**config.mk**
```make
export PLATFORM = sky130hd
export DESIGN_NAME = program_loader
export DESIGN_NICKNAME = d
export VERILOG_FILES = /design/src/rtl/loader_pkg.sv /design/src/rtl/word_packer.sv /design/src/rtl/program_loader.sv
export SDC_FILE = /design/constraint.sdc
export NUM_CORES = 1
export LEC_CHECK = 0
export CORE_ASPECT_RATIO = 0.75
export CORE_UTILIZATION = 30
export CTS_BUF_LIST = sky130_fd_sc_hd__clkbuf_4
export CTS_CLUSTER_SIZE = 40
export DETAILED_ROUTE_END_ITERATION = 8
export DONT_BUFFER_PORTS = 1
export PLACE_DENSITY = 0.45
export RECOVER_POWER = 50
export SYNTH_ARGS = -nofsm -noshare
export SYNTH_HDL_FRONTEND = slang
export SYNTH_HIERARCHICAL = 1
export SYNTH_SLANG_ARGS = --single-unit
```
**constraint.sdc**
```tcl
create_clock -name clk -period 3.8 [get_ports clk]
set_clock_uncertainty 0.05 [all_clocks]
set_input_delay 1.14 -clock clk [delete_from_list [all_inputs] [get_ports clk]]
set_output_delay 1.14 -clock clk [all_outputs]
set_load 0.02 [all_outputs]
```
**src/rtl/loader_pkg.sv**
```systemverilog
// Shared types and sizes for the program loader (instruction-memory write path).
package loader_pkg;

  localparam int unsigned BYTE_W     = 8;
  localparam int unsigned WORD_W     = 32;
  localparam int unsigned HDR_BYTES  = 4;
  localparam int unsigned WORD_BYTES = 4;

  // The header, body words and trailer all go through one packer, sized for the longest field.
  localparam int unsigned PACK_BYTES = (HDR_BYTES > WORD_BYTES) ? HDR_BYTES : WORD_BYTES;
  localparam int unsigned PACK_CNT_W = $clog2(PACK_BYTES);

  typedef enum logic [2:0] {
    IDLE,
    HEADER,
    BODY,
    CHECK,
    DONE
  } state_e;

endpackage

```
**src/rtl/word_packer.sv**
```systemverilog
// Big-endian byte-to-word packer: collects bytes MSB first and flags the byte that completes a word.
// The completed word is presented combinationally alongside its last byte so the consumer can
// register it on the very edge that accepts that byte.
module word_packer
  import loader_pkg::*;
(
  input  logic              clk,
  input  logic              rst_n,
  input  logic              shift_en,
  input  logic              clear,
  input  logic [BYTE_W-1:0] byte_data,
  output logic [WORD_W-1:0] word_c,
  output logic              word_complete_c
);

  localparam int unsigned HOLD_W = WORD_W - BYTE_W;

  logic [PACK_CNT_W-1:0] byte_cnt;
  // Only the leading bytes need storage; the final byte is taken straight from the input.
  logic [HOLD_W-1:0]     hold_q;

  // Byte counter and shift register; clear wins over a shift in the same cycle.
  always_ff @(posedge clk or negedge rst_n) begin
    if (!rst_n) begin
      byte_cnt <= '0;
      hold_q   <= '0;
    end else if (clear) begin
      byte_cnt <= '0;
      hold_q   <= '0;
    end else if (shift_en) begin
      byte_cnt <= byte_cnt + PACK_CNT_W'(1);
      hold_q   <= {hold_q[HOLD_W-BYTE_W-1:0], byte_data};
    end
  end

  assign word_c          = {hold_q, byte_data};
  assign word_complete_c = shift_en && (byte_cnt == PACK_CNT_W'(PACK_BYTES - 1));

endmodule

```
**src/rtl/program_loader.sv**
```systemverilog
// Program loader: turns the host byte stream (count header + big-endian words) into
// instruction-memory writes and holds the core in reset via busy while loading.
// Optional build macro PROGRAM_LOADER_CHECKSUM_EN adds a 32-bit sum trailer check.
module program_loader
  import loader_pkg::*;
#(
  parameter int unsigned ADDR_W = 14
) (
  input  logic              clk,
  input  logic              rst_n,
  input  logic              start,
  input  logic              byte_valid,
  input  logic [7:0]        byte_data,
  output logic              byte_ready,
  output logic              imem_we,
  output logic [ADDR_W-1:0] imem_addr,
  output logic [31:0]       imem_wdata,
  output logic              busy,
  output logic              done,
  output logic              error,
  output logic [ADDR_W:0]   word_count
);

  localparam int unsigned       CNT_W     = ADDR_W + 1;
  localparam logic [WORD_W-1:0] MAX_WORDS = WORD_W'(2 ** ADDR_W);

  state_e            state;
  logic [CNT_W-1:0]  n_words;
  logic [CNT_W-1:0]  next_count;
  logic              accept;
  logic              load_start;
  logic [WORD_W-1:0] pk_word;
  logic              pk_complete;
`ifdef PROGRAM_LOADER_CHECKSUM_EN
  logic [WORD_W-1:0] sum;
`endif

  assign accept     = byte_valid && byte_ready;
  assign load_start = start && ((state == IDLE) || (state == DONE));
  assign next_count = word_count + CNT_W'(1);

  word_packer u_packer (
    .clk             (clk),
    .rst_n           (rst_n),
    .shift_en        (accept),
    .clear           (load_start),
    .byte_data       (byte_data),
    .word_c          (pk_word),
    .word_complete_c (pk_complete)
  );

  // Load sequencer with registered outputs; byte_ready drops on the edge that takes the last byte.
  always_ff @(posedge clk or negedge rst_n) begin
    if (!rst_n) begin
      state      <= IDLE;
      byte_ready <= 1'b0;
      imem_we    <= 1'b0;
      imem_addr  <= '0;
      imem_wdata <= '0;
      busy       <= 1'b0;
      done       <= 1'b0;
      error      <= 1'b0;
      word_count <= '0;
      n_words    <= '0;
`ifdef PROGRAM_LOADER_CHECKSUM_EN
      sum        <= '0;
`endif
    end else begin
      imem_we <= 1'b0;
      case (state)
        IDLE, DONE: begin
          if (start) begin
            state      <= HEADER;
            byte_ready <= 1'b1;
            busy       <= 1'b1;
            done       <= 1'b0;
            error      <= 1'b0;
            word_count <= '0;
`ifdef PROGRAM_LOADER_CHECKSUM_EN
            sum        <= '0;
`endif
          end
        end

        HEADER: begin
          if (pk_complete) begin
            if (pk_word > MAX_WORDS) begin
              // Oversized program: fail without consuming any body or trailer bytes.
              state      <= DONE;
              error      <= 1'b1;
              busy       <= 1'b0;
              done       <= 1'b1;
              byte_ready <= 1'b0;
            end else if (pk_word == '0) begin
`ifdef PROGRAM_LOADER_CHECKSUM_EN
              state      <= CHECK;
`else
              state      <= DONE;
              busy       <= 1'b0;
              done       <= 1'b1;
              byte_ready <= 1'b0;
`endif
            end else begin
              state   <= BODY;
              n_words <= CNT_W'(pk_word);
            end
          end
        end

        BODY: begin
          if (pk_complete) begin
            imem_we    <= 1'b1;
            imem_addr  <= word_count[ADDR_W-1:0];
            imem_wdata <= pk_word;
            word_count <= next_count;
`ifdef PROGRAM_LOADER_CHECKSUM_EN
            sum        <= sum + pk_word;
            if (next_count == n_words) begin
              state <= CHECK;
            end
`else
            if (next_count == n_words) begin
              state      <= DONE;
              busy       <= 1'b0;
              done       <= 1'b1;
              byte_ready <= 1'b0;
            end
`endif
          end
        end

`ifdef PROGRAM_LOADER_CHECKSUM_EN
        CHECK: begin
          if (pk_complete) begin
            state      <= DONE;
            error      <= (pk_word != sum);
            busy       <= 1'b0;
            done       <= 1'b1;
            byte_ready <= 1'b0;
          end
        end
`endif

        default: begin
          state      <= IDLE;
          byte_ready <= 1'b0;
          busy       <= 1'b0;
        end
      endcase
    end
  end

endmodule

```
==> impl_results.md <==
- GPL Wtd Cong: 0.792
- Antenna violations before repair: 1
- Die Wd: 152 um
- FF+latch area: 2730 um2
- CTS resizes: 0
- Worst-Margin Slew: 1.94 ns
- Synth async-reset ratio: 100%
- Failing checks: design-rule violations, max-capacitance violations, max-slew violations
- Max-cap check violation count: 1
- Critical Path Sink Type: flip-flop
- First-pass GRT wire length: 20500 um
- PortBufs: 0
- Number of global-route vias before repair: 3637
- Total CTS buffers: 9
- R2R setup slack: 0.63 ns
- Synthesized Nets: 542
- Hold Crit Class: primary input to async pin
- Worst skew pair latency: 0.51 ns
- Util after Layout: 32.6%
- Clock buffer depth: 2
- Non-Filler Instances: 725
- Starting DRT DRC Count: 345
- Synthesized instance count: 528
- Gr ovfl total: 0
- CTS Root Cell: clkbuf_4
- Sequential cell area fraction in the yosys report: 53.8%
- Leakage: 2.56 nW
- Starting Density: 31.2%
- Yosys reg bits: 109
- CP startpoint: word_count[0]
- R2R Path End: busy
- Max Fclk: 315 MHz
- Tot GR Track Use: 15.4%
- Final hold violation count: 0
- P_sw: 0.971 mW
- Count of pins over their slew limit: 27
- Synthesis Warnings: 6
- Crit path kind: flip-flop to flip-flop
- Worst-path clk slew: 0.17 ns
- Status: complete, but fails checks
- Critical path endpoint: busy
- DRC violations left: 12
- Finish-stage setup viols: 0
- Number of flops mapped to enable cells by yosys: 0
- Via count: 3597
- Sw frac: 35.2%
- Dpl cells: 708
- Worst EP required: 4.16 ns
- Final net count: 523
- Comb pwr share: 20.8%
- Remaining antenna violation count: 0
- Synth Cell Area: 5070 um2
- Netlist cell types: 48
- Startpoint Class: flip-flop
- Worst Path Arrival: 3.53 ns
- Tmin final: 3.17 ns
- Final setup TNS: 0 ns
- I/O pin total: 78
- Internal: 1.79 mW
- Flop pwr share: 56.1%
- Ratio of final minimum period to clock period: 83.5%
- Clock power frac: 23.2%
- Power per cell area: 521 nW/um2
- Die H: 115 um
- Slew Limit Headroom: -29.0%
- RSZ-0062 raised after global routing: no
- Max VDD drop: 0.238 mV
- Synth Flop Type: dfrtp_1
- Cts hold-fix bufs: 0
- H-tree depth: 3
- CTS tree: built
- Share of cells above drive strength 1: 8.56%
- Die area: 17400 um2
- Layout area overhead: 4.52%
- Final WL: 12700 um
- # clock sinks: 109
- R2R depth: 8
- Total core area: 16300 um2
- Fillers: 1680
- Area of the multi-input gates: 2080 um2
- Max Fanout on Critical Path: 9
- Setup Fix Bufs, Post-CTS: 0
- Reg2Reg Launch Point: word_count[0]
- DR WL/cell: 17.5 um
- Vias per cell: 4.96
- Detailed Place HPWL: 8430 um
- Largest net degree at the start of global routing: 110
- Mapped Avg Cell Area: 9.60 um2
- 1st-pass router iterations: 7
- Tot Pwr: 2.76 mW
- Rows: 40
[worst min-delay path by stage]
stage,start,end,cells after the start
floorplan,u_packer/hold_q[20],imem_wdata[28],2
global placement,u_packer/hold_q[17],imem_wdata[25],2
detailed placement,u_packer/hold_q[17],imem_wdata[25],2
CTS,rst_n,imem_wdata[13],0
global route,rst_n,imem_wdata[8],0
finish,rst_n,imem_wdata[8],0
[power by group through the flow]
stage | clock (mW) | sequential, mW | combinational, mW
6_report | 0.640 | 1.55 | 0.573
5_1_grt | 0.713 | 1.58 | 0.643
2_1_floorplan | 0 | 1.46 | 0.519
3_5_place_dp | 0 | 1.57 | 0.567
4_1_cts | 0.678 | 1.55 | 0.571
3_3_place_gp | 0 | 1.57 | 0.551
[placed cells by master (no fill, tap or decap), drive strengths merged, types with 2 or more instances in the layout]
cell	n
a211o	2
inv	12
o22ai	3
dfrtp	109
nand3	11
a31oi	4
mux2	14
mux2i	27
nand2b	2
nand2	151
or4	2
o21ai	31
xnor2	14
o31ai	3
ha	2
nor2	49
and2	4
nor3	5
nand4	8
xor2	7
nor4	13
a21oi	7
and3	3
clkbuf	12
buf	5
[worst max-delay path, stage by stage, from the launching register on]
cell      delay, ns
dfrtp_1        0.66
ha_1           0.35
nand3_4        0.16
or3_1          0.39
a32o_1         0.22
or4_4          0.52
nor4_4         0.40
a21boi_1       0.12
o21a_1         0.19
[cells by family (layout without fill, tap and decap cells)]
logic type	Yosys count	count (layout)	share of synthesized area, %
fa+ha+maj	2	2	0.494
other cells	0	1	0
simple gates	252	252	21.9
buf+inv	46	32	5.21
xor+xnor	21	21	3.63
flops	109	109	53.8
compound gates	57	57	6.56
mux	41	41	8.44
[per-stage QoR]
step / cell area (um2) / hold slack (ns) / setup slack (ns)
3_5_place_dp: 5160 / 0.443 / 0.569
4_1_cts: 5310 / 0.192 / 0.621
5_1_grt: 5300 / 0.172 / 0.392
3_3_place_gp: 5160 / 0.445 / 0.607
6_report: 5300 / 0.251 / 0.626
2_1_floorplan: 5070 / 0.410 / 0.389
[cells in the mapped netlist (2+ instances only)]
cell type | number | area share (%)
inv_1 | 7 | 0.52
ha_1 | 2 | 0.49
dfrtp_1 | 109 | 54
a31oi_1 | 4 | 0.49
buf_1 | 5 | 0.37
nand2b_1 | 2 | 0.25
nor3_1 | 5 | 0.49
buf_4 | 12 | 1.8
a211o_1 | 2 | 0.35
and3_1 | 3 | 0.37
mux2_2 | 14 | 3.1
nand2_1 | 150 | 11
nor4_2 | 2 | 0.49
o31ai_1 | 3 | 0.44
o21ai_0 | 30 | 3.0
clkbuf_1 | 13 | 0.96
buf_12 | 2 | 0.79
nor4_1 | 10 | 1.2
xor2_1 | 7 | 1.2
xnor2_1 | 14 | 2.4
nand3_1 | 10 | 0.99
o22ai_1 | 3 | 0.37
nor2_1 | 48 | 3.6
buf_2 | 5 | 0.49
nand4_1 | 8 | 0.99
mux2i_1 | 27 | 5.3
and2_1 | 4 | 0.49
a21oi_1 | 7 | 0.69
[registers in the layout, summed over array words and instances (netlist names)]
register and count:
n_words 15, imem_wdata 32, word_count 15, u_packer/hold_q 24, done 1, error 1
u_packer/byte_cnt 2, busy 1, imem_addr 14, imem_we 1, state 3
[routing by layer]
layer  vias up  track usage (%)  routed length [um]
met5         -                0                   0
met4         0             4.15                 102
met3         9             5.53                 731
met2        82             22.6                5590
met1      1786             21.2                6240
li1       1720                -                   -
[cell type report]
| type | instances | share of cell area [%] |
|---|---|---|
| antenna | 1 | 0.0472 |
| clock buffer | 9 | 1.28 |
| clock inverter | 7 | 1.49 |
| inverter | 8 | 0.567 |
| multi-input combinational | 373 | 39.3 |
| sequential | 109 | 51.5 |
| tap | 210 | 4.96 |
| timing repair buffer | 8 | 0.921 |
No activity file was read; power rests on OpenSTA's default activity.
